<file path="src/rtl/exc_commit_if.sv">
// CP0 exception strobe bus: the commit unit drives it, CP0 consumes it.
interface exc_commit_if;
   logic        exc_valid;
   logic [4:0]  exc_excode;
   logic        exc_bd;
   logic [31:0] exc_epc;
   logic [31:0] exc_badvaddr;
   logic        exc_eret;

   modport master (output exc_valid, exc_excode, exc_bd, exc_epc, exc_badvaddr, exc_eret);
   modport slave  (input  exc_valid, exc_excode, exc_bd, exc_epc, exc_badvaddr, exc_eret);
endinterface

</file>
<file path="src/rtl/exc_commit.sv">
// MEM-stage exception commit: prioritises exceptions/eret, pulses CP0,
// then holds a flush window and issues a one-shot PC redirect.
module exc_commit #(
   parameter int          FLUSH_CYCLES = 2,
   parameter logic [31:0] VEC_BEV1     = 32'hBFC00380,
   parameter logic [31:0] VEC_BEV0     = 32'h80000180
) (
   input  logic        clk,
   input  logic        resetn,
   input  logic        mem_valid,
   input  logic        mem_ready,
   input  logic [31:0] mem_pc,
   input  logic        mem_bd,
   input  logic        mem_adel_if,
   input  logic        mem_ri,
   input  logic        mem_ov,
   input  logic        mem_sys,
   input  logic        mem_bp,
   input  logic        mem_adel,
   input  logic        mem_ades,
   input  logic        mem_eret,
   input  logic [31:0] mem_daddr,
   input  logic        int_response,
   input  logic [31:0] cp0_epc,
   input  logic        status_bev,
   exc_commit_if.master cp0,
   output logic        flush,
   output logic        redirect_valid,
   output logic [31:0] redirect_pc
);
   typedef enum logic {IDLE, FLUSH} state_t;

   localparam logic [2:0] LAST = 3'(FLUSH_CYCLES - 1);

   state_t      state;
   logic        int_pend;
   logic [2:0]  flush_cnt;
   logic        any_exc;
   logic        commit;
   logic [4:0]  excode;
   logic [31:0] badvaddr;

   always_comb begin
      excode   = 5'd0;
      badvaddr = 32'd0;
      any_exc  = 1'b1;
      if (int_pend)         excode = 5'd0;
      else if (mem_adel_if) begin excode = 5'd4; badvaddr = mem_pc; end
      else if (mem_ri)      excode = 5'd10;
      else if (mem_ov)      excode = 5'd12;
      else if (mem_sys)     excode = 5'd8;
      else if (mem_bp)      excode = 5'd9;
      else if (mem_adel)    begin excode = 5'd4; badvaddr = mem_daddr; end
      else if (mem_ades)    begin excode = 5'd5; badvaddr = mem_daddr; end
      else                  any_exc = 1'b0;
   end

   assign commit = (state == IDLE) & mem_valid & mem_ready & (any_exc | mem_eret);

   // Exception fields are forced to zero unless an exception actually commits,
   // so an eret-only commit reports all-zero cause fields.
   assign cp0.exc_valid    = commit;
   assign cp0.exc_eret     = commit & ~any_exc;
   assign cp0.exc_excode   = (commit & any_exc) ? excode : 5'd0;
   assign cp0.exc_bd       = commit & any_exc & mem_bd;
   assign cp0.exc_epc      = (commit & any_exc) ? (mem_bd ? mem_pc - 32'd4 : mem_pc) : 32'd0;
   assign cp0.exc_badvaddr = (commit & any_exc) ? badvaddr : 32'd0;

   always_ff @(posedge clk or negedge resetn) begin
      if (!resetn) begin
         state          <= IDLE;
         int_pend       <= 1'b0;
         flush_cnt      <= 3'd0;
         flush          <= 1'b0;
         redirect_valid <= 1'b0;
         redirect_pc    <= 32'd0;
      end else begin
         case (state)
            IDLE: begin
               int_pend <= (commit && int_pend) ? 1'b0 : int_response;
               if (commit) begin
                  state          <= FLUSH;
                  flush          <= 1'b1;
                  flush_cnt      <= 3'd0;
                  redirect_valid <= 1'b1;
                  redirect_pc    <= any_exc ? (status_bev ? VEC_BEV1 : VEC_BEV0) : cp0_epc;
               end
            end
            FLUSH: begin
               redirect_valid <= 1'b0;
               // A request that goes away while flushing is dropped; new ones wait for IDLE.
               if (!int_response) int_pend <= 1'b0;
               if (flush_cnt == LAST) begin
                  state <= IDLE;
                  flush <= 1'b0;
               end else begin
                  flush_cnt <= flush_cnt + 3'd1;
               end
            end
            default: state <= IDLE;
         endcase
      end
   end
endmodule

</file>
<file path="src/flat_wrapper.sv">
// flat-port wrapper written by rule: the top's interface ports become plain ports
module exc_commit_flat 
#(
   parameter int          FLUSH_CYCLES = 2,
   parameter logic [31:0] VEC_BEV1     = 32'hBFC00380,
   parameter logic [31:0] VEC_BEV0     = 32'h80000180
)
  (clk, resetn, mem_valid, mem_ready, mem_pc, mem_bd, mem_adel_if, mem_ri, mem_ov, mem_sys, mem_bp, mem_adel, mem_ades, mem_eret, mem_daddr, int_response, cp0_epc, status_bev, flush, redirect_valid, redirect_pc, cp0_exc_valid, cp0_exc_excode, cp0_exc_bd, cp0_exc_epc, cp0_exc_badvaddr, cp0_exc_eret);
  exc_commit_if cp0_i ();
  input  logic clk;
  input  logic resetn;
  input  logic mem_valid;
  input  logic mem_ready;
  input  logic [31:0] mem_pc;
  input  logic mem_bd;
  input  logic mem_adel_if;
  input  logic mem_ri;
  input  logic mem_ov;
  input  logic mem_sys;
  input  logic mem_bp;
  input  logic mem_adel;
  input  logic mem_ades;
  input  logic mem_eret;
  input  logic [31:0] mem_daddr;
  input  logic int_response;
  input  logic [31:0] cp0_epc;
  input  logic status_bev;
  output logic flush;
  output logic redirect_valid;
  output logic [31:0] redirect_pc;
  output wire logic [$bits(cp0_i.exc_valid)-1:0] cp0_exc_valid;
  output wire logic [$bits(cp0_i.exc_excode)-1:0] cp0_exc_excode;
  output wire logic [$bits(cp0_i.exc_bd)-1:0] cp0_exc_bd;
  output wire logic [$bits(cp0_i.exc_epc)-1:0] cp0_exc_epc;
  output wire logic [$bits(cp0_i.exc_badvaddr)-1:0] cp0_exc_badvaddr;
  output wire logic [$bits(cp0_i.exc_eret)-1:0] cp0_exc_eret;
  assign cp0_exc_valid = cp0_i.exc_valid;
  assign cp0_exc_excode = cp0_i.exc_excode;
  assign cp0_exc_bd = cp0_i.exc_bd;
  assign cp0_exc_epc = cp0_i.exc_epc;
  assign cp0_exc_badvaddr = cp0_i.exc_badvaddr;
  assign cp0_exc_eret = cp0_i.exc_eret;
  exc_commit #(.FLUSH_CYCLES(FLUSH_CYCLES), .VEC_BEV1(VEC_BEV1), .VEC_BEV0(VEC_BEV0)) u_core (.clk(clk), .resetn(resetn), .mem_valid(mem_valid), .mem_ready(mem_ready), .mem_pc(mem_pc), .mem_bd(mem_bd), .mem_adel_if(mem_adel_if), .mem_ri(mem_ri), .mem_ov(mem_ov), .mem_sys(mem_sys), .mem_bp(mem_bp), .mem_adel(mem_adel), .mem_ades(mem_ades), .mem_eret(mem_eret), .mem_daddr(mem_daddr), .int_response(int_response), .cp0_epc(cp0_epc), .status_bev(status_bev), .cp0(cp0_i), .flush(flush), .redirect_valid(redirect_valid), .redirect_pc(redirect_pc));
endmodule
</file>
<file path="config.mk">
export PLATFORM = sky130hd
export DESIGN_NAME = exc_commit_flat
export DESIGN_NICKNAME = d
export VERILOG_FILES = /design/src/rtl/exc_commit_if.sv /design/src/rtl/exc_commit.sv /design/src/flat_wrapper.sv
export SDC_FILE = /design/constraint.sdc
export NUM_CORES = 1
export LEC_CHECK = 0
export CORE_MARGIN = 4
export CORE_UTILIZATION = 37
export DETAILED_ROUTE_END_ITERATION = 10
export GPL_TIMING_DRIVEN = 1
export HOLD_SLACK_MARGIN = 0.1
export PLACE_DENSITY = 0.86
export SYNTH_ARGS = -nofsm -noshare
export SYNTH_HDL_FRONTEND = slang
export SYNTH_SLANG_ARGS = --single-unit
</file>
<file path="constraint.sdc">
create_clock -name clk -period 3.9 [get_ports clk]
set_input_delay 0.39 -clock clk [delete_from_list [all_inputs] [get_ports clk]]
set_output_delay 0.39 -clock clk [all_outputs]
set_load 0.02 [all_outputs]
</file>
# Word level (Yosys, flattened, before mapping)
# Cells that the tools add are included.
# op_classes
n_div	0
eq_ne	5
n_addsub	2
shifts	0
muxes	43
n_reduce_logical	4
n_lt_le_gt_ge	0
mul	0
bitwise_logic	9
# op_table
cell	n
$mux 32	12
$mux 5	8
$sub 32x3->32 const B	1
$mux 30	1
$mux 1	14
$mux 3	3
$pmux 1 s2	4
$and 1x1->1	6
$ne 2x2->1 const B	3
$pmux 3 s2	1
$reduce_and 2->1	3
$add 3x1->3 const B	1
$eq 3x1->1 const B	1
$ne 2x1->1 const B	1
$not 1->1	2
$logic_and 1x1->1	1
$or 1x1->1	1
# word_totals
out_inout_bits	106
n_memories	0
in_bits	111
elab_cells	69
ramBits	0
latchBits	0
regBits	39
mem_bits_ro	0

# Depth between registers and ports, before layout
# Gate-level depths: netlist (run 1).
# logic_depth
depth_word	13
ltp_mapped	7
mapped_depth_nobuf	6

# Least setup slack after synthesis (run 1)
# No wires, ideal clock.
# synth_timing
path_type	in2out
from	in mem_pc[12]
to	out cp0_exc_epc[27]
n_path_buf	2
slack_ps	1234
arrival_ps	2276
required_ps	3510
stages	6
path_cell_list	buf_6 > or3_1 > or4_1 > buf_2 > or4_1 > a21oi_1
# synth_via
elab_chain_len	3
# synth_rtl
item	line	rtl
start: declaration	flat_wrapper.sv:14	input logic [31:0] mem_pc;
$sub 32x3->32	exc_commit.sv:66	assign cp0.exc_epc = (commit & any_exc) ? (mem_bd ? mem_pc - 32'd4 : mem_pc) : 32'd0;
$mux 32 (2 in series)	exc_commit.sv:66	
end: declaration	flat_wrapper.sv:34	output wire logic [$bits(cp0_i.exc_epc)-1:0] cp0_exc_epc;
# No other way between the ends.

# Final worst setup path (run 1)
# layout_timing
from	in mem_pc[3]
to	out cp0_exc_epc[20]
# The elaborated chain is that of the path after synthesis.

==> results.py, run 1 <==
metrics = {
    "status": {
        "status": "finished, final reports clean",
    },
    "setup_path": {
        "cp.arrival_ns": 3.40,
        "timing.critical_path.slowest_stage_cell": "clkdlybuf4s50_1",
        "start_kind": "primary input",
        "ff2ff_setup_slack_ns": 1.97,
        "max_stage_delay_ns": 0.62,
        "worst_r2r_endpoint": "u_core.redirect_pc[9]",
        "worstSetupPathType": "in -> out",
        "rr_startpoint": "u_core.state",
        "critical_path.max_fanout": 10,
        "required_ns": 3.51,
        "cp_common_cell": "clkdlybuf4s50_1",
        "end_kind": "output pin",
        "cp_cell_sequence": "clkdlybuf4s50_1, inv_1, ha_1, nor4bb_1, nand3_2, or4_1, a21oi_1, clkdlybuf4s50_1",
        "rr_worst_depth": 6,
    },
    "synth": {
        "synth_nets": 462,
        "synth_top_family_by_area": "simple AND/OR/NAND/NOR gates",
        "synthFlopType": "dfrtp_1",
        "synth_cells": 348,
        "async_flop_share_pct": 100,
        "netlist_area_um2": 2870,
        "ys_warn_count": 0,
        "synthAdderAreaFrac_pct": 1.31,
        "synthMuxAreaShare_pct": 2.09,
        "yosysSeqAreaShare_pct": 34.0,
        "synth_cell_types": 51,
        "synth_compound_area_share_pct": 26.5,
        "yosys.area_share.simple_pct": 27.5,
        "synth-xor-area-share_pct": 3.05,
        "syn_area_per_cell_um2": 8.24,
        "synth-edff-count": 0,
        "synth-seq-cells": 39,
    },
    "detailed_routing": {
        "ant_nets": 0,
        "route.detailed.wl_per_inst_um": 18.2,
        "dr.pass1.iters": 4,
        "drt-initial-drc-count": 155,
        "num_vias": 3661,
        "drc": 0,
        "routed_wl_mm": 12.0,
        "vias_per_cell": 5.55,
    },
    "cells_and_area": {
        "antenna_cells": 0,
        "stdcell_area_um2": 5250,
        "num-nets-final": 674,
        "layout-drive-gt1-share_pct": 6.60,
        "area_growth_syn_to_layout_pct": 83.2,
    },
    "placed_design": {
        "dp_hpwl_mm": 9.45,
        "place_area_um2": 5160,
        "gp_congestion": 0.866,
        "portBuffers": 215,
    },
    "sta": {
        "max_freq_mhz": 264,
        "fin_crit_ns": 3.79,
        "drv_slew": 0,
        "setup-violations-final": 0,
        "worst_pin_slew_ns": 0.828,
        "finalHoldViolCount": 0,
        "hold_slack_ns": 0.196,
        "skew_ns": 0.00661,
        "fin_tns_setup_ns": 0,
        "post-route-period-util_pct": 97.2,
        "rsz0062_at_grt": "no",
        "slew_headroom_pct": 44.8,
    },
    "global_routing": {
        "busiest_layer": "met2",
        "first_global_vias": 3637,
        "globalRouteTotalUtil_pct": 24.9,
        "antenna_found_initial": 0,
        "grt_max_degree": 40,
        "grt_pass1_wl_mm": 18.1,
        "use_met3_pct": 7.66,
        "grt_overflow": 0,
        "use_met1_pct": 26.4,
        "use_met2_pct": 45.2,
    },
    "floorplan": {
        "num_rows": 31,
        "fp.dieH_um": 96.0,
        "die-width_um": 96.0,
        "dieArea_um2": 9220,
        "ios": 217,
        "core_um2": 7410,
        "start_util_pct": 38.7,
    },
    "pwr": {
        "power.density_nw_per_um2": 312,
        "ir_worst_vdd_mv": 0.285,
        "finalPower_mw": 1.64,
        "p_leak_nw": 1.95,
    },
    "clocking": {
        "cts_hold_buf": 0,
        "cts_setup_buffers": 0,
        "insertion_delay_ns": 0.29,
        "cts_tree": "done",
        "cts.reportedPaths.clkPinSlew_ns": 0.08,
        "cts.path.max_buffers": 2,
        "htreeDepth": 2,
        "cts_buffers": 5,
        "cts_sinks": 39,
        "clockRootBuffer": "clkbuf_8",
    },
    "job": {
        "maxCapViolCount": 0,
    },
    "min_path": {
        "hp-class": "in -> async",
    },
}
how the worst max path moves through the flow:
stage | from | to | slack, ns | depth (start not counted)
after floorplan | mem_pc[12] | cp0_exc_epc[27] | 1.23 | 6
after global placement | mem_pc[3] | cp0_exc_epc[20] | 0.23 | 8
after detailed placement | mem_pc[3] | cp0_exc_epc[24] | 0.1 | 8
after CTS | mem_pc[3] | cp0_exc_epc[24] | 0.09 | 8
after global routing | mem_pc[3] | cp0_exc_epc[24] | 0.005 | 8
final | mem_pc[3] | cp0_exc_epc[20] | 0.11 | 8
metrics by stage:
step,utilization [%],setup WS [ns],instances
6_report,70.9,0.108,660
5_1_grt,70.9,0.00539,660
4_1_cts,70.8,0.0896,660
3_5_place_dp,69.7,0.0984,652
3_3_place_gp,69.7,0.230,652
2_1_floorplan,-,1.23,348
cell usage after synthesis (2+ instances only):
cell / instances / area share [%]
ha_1: 3 / 1.3
a22oi_1: 32 / 8.4
or2_2: 4 / 0.87
or4_2: 2 / 0.61
xor2_1: 6 / 1.8
nor4b_1: 2 / 0.61
a21o_1: 2 / 0.52
nand2_1: 20 / 2.6
or4_1: 5 / 1.3
or3_1: 5 / 1.1
a21oi_1: 13 / 2.3
o211ai_1: 2 / 0.52
nand2b_1: 8 / 1.7
mux2i_1: 6 / 2.1
nand3b_1: 2 / 0.52
nor2_1: 52 / 6.8
and2_1: 5 / 1.1
inv_1: 9 / 1.2
nor4_1: 14 / 3.1
dfrtp_1: 39 / 34
nor3_1: 11 / 1.9
a22o_1: 20 / 6.1
o22a_1: 3 / 0.92
xnor2_1: 4 / 1.2
and3_1: 2 / 0.44
nor2b_1: 2 / 0.44
buf_2: 2 / 0.35
o31ai_1: 5 / 1.3
nand4_1: 7 / 1.5
clkbuf_1: 23 / 3.0
nor3b_1: 2 / 0.52
o21ai_0: 5 / 0.87
a221o_1: 9 / 3.1
nand3_1: 5 / 0.87
placed cells by master (no fill, tap or decap), drive strengths merged, types with 11 or more instances in the layout:
| cell | count |
|---|---|
| dfrtp | 39 |
| nor4 | 14 |
| nor3 | 11 |
| a21oi | 13 |
| a22o | 20 |
| clkdlybuf4s50 | 214 |
| buf | 18 |
| a22oi | 32 |
| nor2 | 52 |
| nand2 | 20 |
critical path: cells and delay by family:
family	cells	cell delay (ns)
compound gates	1	0.16
simple gates	3	1.48
fa+ha+maj	1	0.15
buf+inv	3	1.22
registers in the layout, summed over array words and instances, names as in the netlist:
register	cells
u_core.flush_cnt	3
u_core.redirect_valid	1
u_core.state	1
u_core.int_pend	1
u_core.flush	1
u_core.redirect_pc	32
layer usage:
metal,up-vias,part of all wire [%]
met5,-,0
met4,0,3.3
met3,36,12
met2,202,49
met1,1696,35
li1,1727,-
cells by family (layout without fill, tap and decap cells):
family / count (synthesis) / after routing
xor gates and xnor gates: 10 / 10
adders and majority gates: 3 / 3
muxes: 6 / 6
other: 1 / 1
DFF: 39 / 39
and+or+nand+nor: 152 / 152
buffers and inverters: 37 / 250
AOI/OAI and AO/OA: 100 / 100
power by group:
| group | internal, mW | switching, mW | leakage, nW | total, mW |
|---|---|---|---|---|
| Clock | 0.125 | 0.145 | 0.0412 | 0.270 |
| Sequential | 0.485 | 0.0619 | 0.505 | 0.547 |
| Combinational | 0.411 | 0.412 | 1.41 | 0.823 |
| Total | 1.02 | 0.619 | 1.95 | 1.64 |
repair_timing:
item / 4_1_cts / 5_1_grt
hold endpoints to repair: 0 / 0
resized for setup: 0 / 1
endpoints found under the setup margin: 0 / 2
final cells by class:
type                    instances  area (um^2)
clock buffers                   6         72.6
clock inverters                 2         12.5
fillers                       584         2160
inverters                      10         37.5
multi-input cells             272         1760
flip-flops and latches         39          976
well taps                      99          124
repair buffers                232         2270
No activity file was read; power rests on OpenSTA's default activity.
==> run 2: changes to the inputs <==
CORE_UTILIZATION = 38   (was 37)
CTS_BUF_LIST = sky130_fd_sc_hd__clkbuf_8   (was default)
PLACE_DENSITY = 0.88   (was 0.86)
clock period = 4.6 ns   (was 3.9 ns; I/O delays follow)
==> run 2 against run 1 <==
Net effect: die area fell by 2.4%; first-iteration DRC count up 1.9%; critical path depth shrank 2; hold slack better by 0.071 ns; clock-buffer cell count decreased by 1; cell count decreased by 1.5%; register-to-register slack improved by 0.27 ns; routed wire length rose by 0.52%; worst setup slack better by 0.63 ns; total power down 8.6%; cell area fell by 0.55%; non-clock buffer count decreased by 10.
==> results.py, run 2 (synthesis gave the netlist of run 1 again) <==
metrics = {
    "setup_path": {
        "cp.arrival_ns": 3.40,
        "worstSetupPathType": "in -> out",
        "critical_path.max_fanout": 11,
        "timing.critical_path.slowest_stage_cell": "clkdlybuf4s50_1",
        "max_stage_delay_ns": 0.63,
        "start_kind": "primary input",
        "end_kind": "output pin",
        "required_ns": 4.14,
        "cp_cell_sequence": "clkdlybuf4s50_1, or3_1, or4_1, or4_1, a21oi_1, clkdlybuf4s50_1",
        "rr_worst_depth": 4,
    },
    "sta": {
        "slew_headroom_pct": 34.5,
        "fin_tns_setup_ns": 0,
        "worst_pin_slew_ns": 0.979,
        "setup-violations-final": 0,
        "finalHoldViolCount": 0,
        "layout_setup_ws_ns": 0.739,
        "post-route-period-util_pct": 83.9,
        "skew_ns": 0.0103,
        "rsz0062_at_grt": "no",
        "max_freq_mhz": 259,
        "drv_slew": 0,
        "fin_crit_ns": 3.86,
    },
    "pwr": {
        "p_leak_nw": 1.93,
        "finalPower_mw": 1.50,
        "ir_worst_vdd_mv": 0.248,
        "power.density_nw_per_um2": 287,
    },
    "placed_design": {
        "pre_cts_ws_ns": 0.751,
        "gp_congestion": 0.918,
        "dp_hpwl_mm": 9.47,
        "portBuffers": 215,
        "placed_cells": 642,
    },
    "detailed_routing": {
        "drc": 0,
        "dr.pass1.iters": 5,
        "route.met2.wl_mm": 6.26,
        "num_vias": 3698,
        "vias_per_cell": 5.69,
        "highest_layer": "met4",
        "drt-initial-drc-count": 158,
        "ant_nets": 0,
        "route.detailed.wl_per_inst_um": 18.6,
        "met1_length_mm": 4.22,
        "routed_wl_mm": 12.1,
        "dr_wl_met3_mm": 1.26,
    },
    "cells_and_area": {
        "num-nets-final": 664,
        "layout-drive-gt1-share_pct": 4.90,
        "fillers": 564,
        "area_growth_syn_to_layout_pct": 82.2,
        "antenna_cells": 0,
        "final_cell_mix": "clkdlybuf4s50_1, nor2_1, dfrtp_1",
        "regMostFlops": "u_core.redirect_pc",
        "largest_reg_flops": 32,
        "final_cell_count_no_fill": 650,
        "final_common_cell": "clkdlybuf4s50_1",
        "largestRegisters": "u_core.redirect_pc: 32 flops, u_core.flush_cnt: 3 flops",
    },
    "clocking": {
        "clockRootBuffer": "clkbuf_8",
        "insertion_delay_ns": 0.30,
        "htreeDepth": 2,
        "cts.repair.resized": 0,
        "cts_setup_buffers": 0,
        "cts.path.max_buffers": 2,
        "cts_sinks": 39,
        "cts_buffers": 5,
        "cts_tree": "done",
        "cts.reportedPaths.clkPinSlew_ns": 0.07,
        "cts_hold_buf": 0,
    },
    "global_routing": {
        "antenna_found_initial": 0,
        "grt_overflow": 0,
        "globalRouteTotalUtil_pct": 25.8,
        "first_global_vias": 3840,
        "grt_pass1_wl_mm": 18.5,
        "grt_max_degree": 40,
    },
    "floorplan": {
        "fp.dieH_um": 94.9,
        "num_rows": 31,
        "ios": 217,
        "start_util_pct": 39.3,
        "die-width_um": 94.9,
        "dieArea_um2": 9000,
        "core_um2": 7290,
    },
    "status": {
        "status": "finished, final reports clean",
    },
    "job": {
        "maxCapViolCount": 0,
    },
    "min_path": {
        "hp-class": "in -> async",
    },
}
==> run 2: changes by cell type in the layout (fill, tap and decap cells not counted), sizes merged <==
| cell | before | now |
|---|---|---|
| clkinv | 2 | 1 |
| buf | 18 | 8 |
| bufinv | 0 | 2 |
| clkbuf | 6 | 5 |
==> run 2: cell type report <==
cell class                 instances  area [um^2]  area share, %
inverter                          10         37.5          0.719
timing repair buffer             222         2200           42.1
sequential                        39          976           18.7
clock inverter                     3         67.6           1.29
multi-input combinational        272         1750           33.5
clock buffer                       5         68.8           1.32
tap                               99          124           2.37
==> run 2: report_power, final <==
| group | leakage (nW) | switching [mW] | total, mW | internal (mW) |
|---|---|---|---|---|
| Clock | 0.0644 | 0.125 | 0.341 | 0.216 |
| Sequential | 0.505 | 0.0543 | 0.466 | 0.411 |
| Combinational | 1.36 | 0.350 | 0.692 | 0.342 |
==> run 2: path summary, 6_finish.rpt <==
kind	start	endpoint	slack, ns
max	mem_pc[12]	cp0_exc_epc[27]	0.74
min	resetn	u_core.redirect_pc[16]	0.27
max reg2reg	u_core.state	u_core.redirect_pc[26]	2.24
min reg2reg	u_core.redirect_valid	u_core.redirect_valid	0.50
max in group asynchronous	resetn	u_core.redirect_pc[15]	3.80
min in group clk	u_core.redirect_valid	u_core.redirect_valid	0.50
==> run 2: worst max-delay path: cells and delay by family <==
| kind | cells | cell delay [ns] |
|---|---|---|
| AOI/OAI and AO/OA | 1 | 0.18 |
| buffers and inverters | 2 | 1.17 |
| and+or+nand+nor | 3 | 1.58 |
==> run 2: metal layers <==
metal / up-vias / global-route usage (%)
li1: 1710 / -
met1: 1759 / 27.1
met2: 195 / 47.8
met3: 34 / 7.73
met4: 0 / 9.86
met5: - / 0
==> run 2: metrics by stage <==
stage	util (%)	hold slack (ns)	cell area [um^2]
6_report	71.6	0.268	5220
5_1_grt	71.6	0.327	5220
4_1_cts	71.6	0.277	5220
3_5_place_dp	69.8	0.489	5090
3_3_place_gp	69.8	0.467	5090
2_1_floorplan	-	0.164	2870
